[src/rtl/debug_pkg.sv]
// Shared types and constants for the UART debug/loader block.
// Optional feature macro: DUMP_CYCLES_EN (appends a 32-bit executed-fetch count to each dump).
package debug_pkg;

    typedef enum logic [2:0] {
        ST_LOAD, ST_MODE, ST_WAIT_GO, ST_RUN, ST_STEP_WAIT, ST_STEP_EXEC, ST_DUMP, ST_FINISHED
    } dbg_state_e;

    typedef enum logic [1:0] {UR_IDLE, UR_START, UR_DATA, UR_STOP} uart_st_e;

    localparam logic MODE_CONT = 1'b0;
    localparam logic MODE_STEP = 1'b1;

    localparam logic [31:0] HALT_WORD = 32'hFFFF_FFFF;

    localparam int DUMP_BYTES_BASE = 5;
    localparam int DUMP_BYTES_CYC  = 9;
`ifdef DUMP_CYCLES_EN
    localparam int DUMP_BYTES = DUMP_BYTES_CYC;
`else
    localparam int DUMP_BYTES = DUMP_BYTES_BASE;
`endif

    function automatic logic [7:0] word_byte(input logic [31:0] w, input logic [1:0] sel);
        return w[{sel, 3'b000} +: 8];
    endfunction

endpackage

[src/rtl/uart_core.sv]
// 8N1 UART receiver and transmitter sharing one bit period; LSB first, idle high.
module uart_core
    import debug_pkg::*;
#(
    parameter int CLKS_PER_BIT = 10432
) (
    input  logic       clk_i,
    input  logic       reset_i,
    input  logic       rx_i,
    output logic       tx_o,
    output logic [7:0] rx_data_o,
    output logic       rx_valid_o,
    input  logic [7:0] tx_data_i,
    input  logic       tx_start_i,
    output logic       tx_busy_o,
    output logic       tx_done_o
);
    localparam int CW = $clog2(CLKS_PER_BIT);
    localparam logic [CW-1:0] FULL = CW'(CLKS_PER_BIT - 1);
    localparam logic [CW-1:0] HALF = CW'(CLKS_PER_BIT / 2 - 1);

    logic          rx_meta_q, rx_sync_q, rx_prev_q, rx_valid_q;
    uart_st_e      rx_st_q;
    logic [CW-1:0] rx_cnt_q;
    logic [2:0]    rx_bit_q;
    logic [7:0]    rx_sh_q, rx_data_q;

    // Falling-edge detect on the synchronised line; a line stuck low never restarts a frame.
    always_ff @(posedge clk_i) begin
        if (reset_i) begin
            rx_meta_q  <= 1'b1;
            rx_sync_q  <= 1'b1;
            rx_prev_q  <= 1'b1;
            rx_st_q    <= UR_IDLE;
            rx_cnt_q   <= '0;
            rx_bit_q   <= '0;
            rx_sh_q    <= '0;
            rx_data_q  <= '0;
            rx_valid_q <= 1'b0;
        end else begin
            rx_meta_q  <= rx_i;
            rx_sync_q  <= rx_meta_q;
            rx_prev_q  <= rx_sync_q;
            rx_valid_q <= 1'b0;
            case (rx_st_q)
                UR_IDLE: if (rx_prev_q && !rx_sync_q) begin
                    rx_st_q  <= UR_START;
                    rx_cnt_q <= '0;
                end
                UR_START: if (rx_cnt_q == HALF) begin
                    rx_cnt_q <= '0;
                    rx_bit_q <= '0;
                    rx_st_q  <= rx_sync_q ? UR_IDLE : UR_DATA;
                end else rx_cnt_q <= rx_cnt_q + 1'b1;
                UR_DATA: if (rx_cnt_q == FULL) begin
                    rx_cnt_q <= '0;
                    rx_sh_q  <= {rx_sync_q, rx_sh_q[7:1]};
                    rx_bit_q <= rx_bit_q + 1'b1;
                    if (rx_bit_q == 3'd7) rx_st_q <= UR_STOP;
                end else rx_cnt_q <= rx_cnt_q + 1'b1;
                default: if (rx_cnt_q == FULL) begin
                    rx_cnt_q <= '0;
                    rx_st_q  <= UR_IDLE;
                    if (rx_sync_q) begin
                        rx_data_q  <= rx_sh_q;
                        rx_valid_q <= 1'b1;
                    end
                end else rx_cnt_q <= rx_cnt_q + 1'b1;
            endcase
        end
    end

    assign rx_data_o  = rx_data_q;
    assign rx_valid_o = rx_valid_q;

    logic          tx_q, tx_done_q;
    uart_st_e      tx_st_q;
    logic [CW-1:0] tx_cnt_q;
    logic [2:0]    tx_bit_q;
    logic [7:0]    tx_sh_q;

    always_ff @(posedge clk_i) begin
        if (reset_i) begin
            tx_q      <= 1'b1;
            tx_done_q <= 1'b0;
            tx_st_q   <= UR_IDLE;
            tx_cnt_q  <= '0;
            tx_bit_q  <= '0;
            tx_sh_q   <= '0;
        end else begin
            tx_done_q <= 1'b0;
            case (tx_st_q)
                UR_IDLE: if (tx_start_i) begin
                    tx_sh_q  <= tx_data_i;
                    tx_q     <= 1'b0;
                    tx_cnt_q <= '0;
                    tx_st_q  <= UR_START;
                end
                UR_START: if (tx_cnt_q == FULL) begin
                    tx_cnt_q <= '0;
                    tx_q     <= tx_sh_q[0];
                    tx_sh_q  <= tx_sh_q >> 1;
                    tx_bit_q <= '0;
                    tx_st_q  <= UR_DATA;
                end else tx_cnt_q <= tx_cnt_q + 1'b1;
                UR_DATA: if (tx_cnt_q == FULL) begin
                    tx_cnt_q <= '0;
                    if (tx_bit_q == 3'd7) begin
                        tx_q    <= 1'b1;
                        tx_st_q <= UR_STOP;
                    end else begin
                        tx_q     <= tx_sh_q[0];
                        tx_sh_q  <= tx_sh_q >> 1;
                        tx_bit_q <= tx_bit_q + 1'b1;
                    end
                end else tx_cnt_q <= tx_cnt_q + 1'b1;
                default: if (tx_cnt_q == FULL) begin
                    tx_cnt_q  <= '0;
                    tx_done_q <= 1'b1;
                    tx_st_q   <= UR_IDLE;
                end else tx_cnt_q <= tx_cnt_q + 1'b1;
            endcase
        end
    end

    assign tx_o      = tx_q;
    assign tx_busy_o = (tx_st_q != UR_IDLE);
    assign tx_done_o = tx_done_q;

endmodule

[src/rtl/uart_debug_top.sv]
// UART program loader, minimal fetch sequencer and PC/status dumper.
// Define DUMP_CYCLES_EN to append the executed-fetch count to every dump.
module uart_debug_top
    import debug_pkg::*;
#(
    parameter int CLKS_PER_BIT = 10432,
    parameter int IMEM_DEPTH   = 64
) (
    input  logic       i_clk,
    input  logic       i_reset,
    input  logic       i_valid,
    input  logic       i_rx,
    output logic       o_tx,
    output logic       o_rx_done,
    output logic       o_tx_done,
    output logic       o_done,
    output logic [7:0] o_rx_data,
    output logic       o_halt
);
    localparam int AW = $clog2(IMEM_DEPTH);

    logic [7:0]  rx_data, tx_data_q, dump_byte;
    logic        rx_valid, tx_busy, tx_done, tx_start_q;
    dbg_state_e  state_q;
    logic [31:0] pc_q, word_q, word_full, fetch_word;
    logic [AW:0] wcnt_q;
    logic [1:0]  byte_idx_q;
    logic [3:0]  dump_idx_q;
    logic        mode_q, halt_q, done_q, imem_we, exec_en, fetch_halt;
    logic [31:0] imem_q [IMEM_DEPTH];

    uart_core #(.CLKS_PER_BIT(CLKS_PER_BIT)) u_uart (
        .clk_i      (i_clk),
        .reset_i    (i_reset),
        .rx_i       (i_rx),
        .tx_o       (o_tx),
        .rx_data_o  (rx_data),
        .rx_valid_o (rx_valid),
        .tx_data_i  (tx_data_q),
        .tx_start_i (tx_start_q),
        .tx_busy_o  (tx_busy),
        .tx_done_o  (tx_done)
    );

    assign word_full  = {rx_data, word_q[31:8]};
    assign imem_we    = (state_q == ST_LOAD) && rx_valid && (byte_idx_q == 2'd3)
                        && (wcnt_q < (AW+1)'(IMEM_DEPTH));
    assign fetch_word = imem_q[pc_q[AW+1:2]];
    assign fetch_halt = (pc_q[31:2] >= 30'(IMEM_DEPTH)) || (fetch_word == HALT_WORD);
    assign exec_en    = ((state_q == ST_RUN) && i_valid) || (state_q == ST_STEP_EXEC);

    always_ff @(posedge i_clk) begin
        if (imem_we) imem_q[wcnt_q[AW-1:0]] <= word_full;
    end

`ifdef DUMP_CYCLES_EN
    logic [31:0] cyc_q;
    always_ff @(posedge i_clk) begin
        if (i_reset)      cyc_q <= '0;
        else if (exec_en) cyc_q <= cyc_q + 1'b1;
    end
`endif

    always_comb begin
        dump_byte = 8'h00;
        if (dump_idx_q < 4'd4)       dump_byte = word_byte(pc_q, dump_idx_q[1:0]);
        else if (dump_idx_q == 4'd4) dump_byte = {7'b0, halt_q};
`ifdef DUMP_CYCLES_EN
        else                         dump_byte = word_byte(cyc_q, 2'(dump_idx_q - 4'd5));
`endif
    end

    always_ff @(posedge i_clk) begin
        if (i_reset) begin
            state_q    <= ST_LOAD;
            pc_q       <= '0;
            word_q     <= '0;
            wcnt_q     <= '0;
            byte_idx_q <= '0;
            dump_idx_q <= '0;
            mode_q     <= MODE_CONT;
            halt_q     <= 1'b0;
            done_q     <= 1'b0;
            tx_start_q <= 1'b0;
            tx_data_q  <= '0;
        end else begin
            done_q     <= 1'b0;
            tx_start_q <= 1'b0;
            if (exec_en) begin
                if (fetch_halt) halt_q <= 1'b1;
                else            pc_q   <= pc_q + 32'd4;
            end
            case (state_q)
                ST_LOAD: if (rx_valid) begin
                    word_q     <= word_full;
                    byte_idx_q <= byte_idx_q + 1'b1;
                    if (byte_idx_q == 2'd3) begin
                        if (wcnt_q < (AW+1)'(IMEM_DEPTH)) wcnt_q <= wcnt_q + 1'b1;
                        if (word_full == HALT_WORD) state_q <= ST_MODE;
                    end
                end
                ST_MODE: if (rx_valid) begin
                    mode_q  <= rx_data[0];
                    state_q <= (rx_data[0] == MODE_STEP) ? ST_STEP_WAIT : ST_WAIT_GO;
                end
                ST_WAIT_GO:   if (rx_valid) state_q <= ST_RUN;
                ST_RUN:       if (i_valid && fetch_halt) state_q <= ST_DUMP;
                ST_STEP_WAIT: if (rx_valid && rx_data[0] && i_valid) state_q <= ST_STEP_EXEC;
                ST_STEP_EXEC: state_q <= ST_DUMP;
                // tx_start_q is still visible the cycle before busy rises, so it gates re-issue.
                ST_DUMP: if (dump_idx_q < 4'(DUMP_BYTES)) begin
                    if (!tx_busy && !tx_start_q) begin
                        tx_data_q  <= dump_byte;
                        tx_start_q <= 1'b1;
                        dump_idx_q <= dump_idx_q + 1'b1;
                    end
                end else if (tx_done) begin
                    done_q     <= 1'b1;
                    dump_idx_q <= '0;
                    state_q    <= (mode_q == MODE_CONT || halt_q) ? ST_FINISHED : ST_STEP_WAIT;
                end
                default: ;
            endcase
        end
    end

    assign o_rx_done = rx_valid;
    assign o_rx_data = rx_data;
    assign o_tx_done = tx_done;
    assign o_done    = done_q;
    assign o_halt    = halt_q;

endmodule

[config.mk]
export PLATFORM = sky130hd
export DESIGN_NAME = uart_debug_top
export DESIGN_NICKNAME = d
export VERILOG_FILES = /design/src/rtl/debug_pkg.sv /design/src/rtl/uart_core.sv /design/src/rtl/uart_debug_top.sv
export SDC_FILE = /design/constraint.sdc
export NUM_CORES = 2
export LEC_CHECK = 0
export BUFFER_PORTS_ARGS = -buffer_cell sky130_fd_sc_hd__buf_2
export CORE_MARGIN = 10
export CORE_UTILIZATION = 54
export CTS_BUF_LIST = sky130_fd_sc_hd__clkbuf_16
export CTS_CLUSTER_SIZE = 14
export DETAILED_ROUTE_END_ITERATION = 6
export PLACE_DENSITY_LB_ADDON = 0.25
export SKIP_CTS_REPAIR_TIMING = 1
export SYNTH_ARGS = -nofsm -noshare
export SYNTH_HDL_FRONTEND = slang
export SYNTH_SLANG_ARGS = --single-unit
[constraint.sdc]
create_clock -name i_clk -period 4.03 [get_ports i_clk]
set_clock_uncertainty 0.1 [all_clocks]
set_input_delay 0.2015 -clock i_clk [delete_from_list [all_inputs] [get_ports i_clk]]
set_output_delay 0.2015 -clock i_clk [all_outputs]
set_load 0.05 [all_outputs]
==> reports/metrics.yaml <==
worst_setup_path:
  crit_path_max_fanout: 22
  r2r_cells: 10
  crit_path_start_kind: "flip-flop"
  critPathRequiredTime_ps: 4660
  critical_path_buf_inv_count: 2
  path_cells: "buf_4 > nand4_1 > a2111oi_0 > o32ai_1 > a22oi_1 > buf_4 > o2111a_1 > o31ai_4 > nand4_1 > mux2_2"
  cp_slowest_stage_delay_ps: 1040
  r2r_setup_slack_ps: 140
  crit_slowest_cell: "a2111oi_0"
  cp.arrival_ps: 4520
  critPathKind: "flip-flop to flip-flop"
  end_kind: "flip-flop"
  critPathTopFamily: "compound AO/OA/AOI/OAI gates"
status:
  status: "finished, violations left"
  violations: "DRC"
pwr:
  vdd_drop_max_uv: 385
  leakage_nw: 27.4
  power.total_mw: 42.7
  p_per_area_nw_per_um2: 490
clocking:
  cts_root_buffer: "clkbuf_16"
  cts_tree: "done"
  numCtsBuffers: 204
  cts_num_sinks: 2204
  htreeDepth: 4
  worstSkewPairLatency_ps: 840
  clock_path_buffers: 3
  clkTransAtPathRegs_ps: 60
floorplan:
  die-area_sq_um: 158000
  rows: 138
  io_pins: 17
  core_area_sq_um: 141000
  die_x_um: 397
  die_h_um: 397
  start_util_pct: 54.3
sta:
  setup_viol: 0
  tightest_slew_ps: 1180
  relSlewSlack_pct: 19.3
  fmax_mhz: 257
  fin_crit_sh_pct: 96.6
  rsz0062_at_grt: "no"
  hold_slack_ps: 112
  final_hold_viol_count: 0
  slew_viol_final: 0
  finalCriticalPeriod_ps: 3890
drt:
  dr.pass1.iters: 7
  num_vias: 40000
  wl_per_cell_um: 27.4
  routed_via_density: 6.17
  drt_wl_total_um: 177000
  drcViolationCount: 1
  drt_iter0_markers: 4662
  ant_nets: 0
logic_synthesis:
  synth.avg_cell_area_sq_um: 18.5
  synth_cells: 4147
  ys_warn_count: 0
  ys_dominant_reg_cell: "edfxtp_1"
  ys_types: 80
  netlist_area_sq_um: 76800
  async_reset_ff_share_pct: 0
  ys_seq_area_share_pct: 84.1
  synth_edf_count: 2048
  ys_ff_latch: 2204
  synth_nets: 4171
placed_design:
  hpwl_um: 98900
  port-buffer-count: 16
  routabilityCongestion: 0.813
min_path:
  hold_class: "input pin to flip-flop"
  hold_depth: 3
  hp-start: "i_valid"
  holdPathEnd: "state_q[0]"
final_layout:
  drive_gt1_share_pct: 14.3
  nets: 4450
  syn_to_final_growth_pct: 13.4
job:
  cap_violations: 0
global_routing:
  grt_use_total_pct: 22.4
  grt_pass1_vias: 39200
  grt_pass1_wl_um: 261000
  antenna_found_initial: 7
  grt_max_degree: 82
  grt_overflow: 0
[cell type report]
cell class | count | area (sq um)
Sequential cell | 2204 | 64700
Fill cell | 9955 | 54300
Multi-Input combinational cell | 1785 | 11700
Clock buffer | 206 | 5150
Tap cell | 1890 | 2360
Timing Repair Buffer | 209 | 2030
Clock inverter | 164 | 1030
Inverter | 22 | 85.1
Antenna cell | 3 | 7.51
[flip-flops by register name (all words and copies together), names as in the netlist, 2 cells and up, named ones only]
register and flops:
u_uart.tx_cnt_q 14, u_uart.rx_cnt_q 14, dump_idx_q 4, u_uart.tx_st_q 2, u_uart.rx_data_o 8, u_uart.rx_st_q 2, word_q 24, state_q 3
u_uart.rx_bit_q 3, wcnt_q 7, u_uart.rx_sh_q 8, byte_idx_q 2, imem_q 2048, tx_data_q 8, u_uart.tx_bit_q 3, u_uart.tx_sh_q 8
pc_q 30
[power breakdown]
part / switching, mW / total [mW] / internal, mW
Clock: 8.12 / 17.7 / 9.60
Combinational: 0.217 / 0.328 / 0.111
Sequential: 0.0288 / 24.7 / 24.6
[per-stage QoR]
| step | instance area [sq um] | setup slack [ps] | setup TNS (ps) | instances | utilization (%) |
|---|---|---|---|---|---|
| finish | 87100 | 137 | 0 | 6483 | 61.6 |
| global route | 87100 | 23.5 | 0 | 6480 | 61.6 |
| CTS | 87100 | -252 | -2790 | 6476 | 61.6 |
| detailed placement | 80900 | -238 | -2680 | 6106 | 57.2 |
| global placement | 80900 | -200 | -2150 | 6106 | 57.2 |
| floorplan | 76800 | -112 | -89690 | 4147 | - |
[layer usage]
metal | part of all wire (%) | track usage [%] | up-vias
met4 | 2.4 | 6.28 | 0
met3 | 8.9 | 4.11 | 283
li1 | - | - | 17300
met5 | 0 | 0 | -
met2 | 48 | 35.8 | 1795
met1 | 41 | 32.0 | 20600
[synth_stat cells, types with 10 or more instances]
cell type | n | share of area (%)
a21oi_1 | 88 | 0.57
ha_1 | 20 | 0.33
mux4_2 | 59 | 1.7
inv_1 | 21 | 0.10
xor2_1 | 13 | 0.15
o21ai_0 | 96 | 0.63
or3_1 | 10 | 0.081
a311oi_1 | 10 | 0.11
nand3_1 | 157 | 1.0
a22oi_1 | 17 | 0.17
a31oi_1 | 26 | 0.21
nor3_1 | 52 | 0.34
nand4b_1 | 41 | 0.47
edfxtp_1 | 2048 | 80
nand4_1 | 353 | 2.9
clkbuf_1 | 60 | 0.29
dfxtp_1 | 156 | 4.1
nor2b_1 | 41 | 0.33
and3_1 | 28 | 0.23
nand2_1 | 240 | 1.2
buf_4 | 11 | 0.11
o221ai_1 | 14 | 0.16
nor4_1 | 24 | 0.20
a211oi_1 | 11 | 0.11
o22ai_1 | 29 | 0.24
o211ai_1 | 39 | 0.38
mux2i_1 | 39 | 0.51
a41oi_1 | 15 | 0.17
o2111ai_1 | 17 | 0.19
nand2b_1 | 12 | 0.098
buf_2 | 48 | 0.31
nor2_1 | 211 | 1.0
[worst max-delay path by stage]
stage	startpoint	end	cells after the start
2_1_floorplan	u_uart.rx_valid_o	imem_q[63][0]	8
3_3_place_gp	flip-flop	flip-flop	9
3_5_place_dp	flip-flop	flip-flop	9
4_1_cts	flip-flop	flip-flop	9
5_1_grt	flip-flop	flip-flop	12
6_report	flip-flop	flip-flop	10
[cell usage in the layout (no fill, tap or decap), types with 50 or more instances in the layout]
cell / synthesis / routed
a21oi_1: 88 / 88
edfxtp_1: 2048 / 2048
inv_1: 21 / 71
buf_4: 11 / 151
mux4_2: 59 / 59
o21ai_0: 96 / 96
dfxtp_1: 156 / 120
nor2_1: 211 / 147
nand2_1: 240 / 240
nand4_1: 353 / 353
clkbuf_16: 0 / 206
clkinv_1: 0 / 52
nor3_1: 52 / 50
nand3_1: 157 / 157
[tightest hold or removal path, cell delays in order]
cell and delay, ps:
dlygate4sd3_1 530, buf_2 180, a31oi_1 90
[kinds of logic (layout without fill, tap and decap cells)]
logic type,Yosys count,in the layout,share of synthesized area [%]
other,0,3,0
muxes,104,104,2.33
and+or+nand+nor,1224,1224,8.40
AOI/OAI and AO/OA,419,419,3.60
xor gates and xnor gates,18,18,0.205
buffers and inverters,158,601,1.01
DFF,2204,2204,84.1
adders and majority gates,20,20,0.326
(Power assumes the default switching activity.)
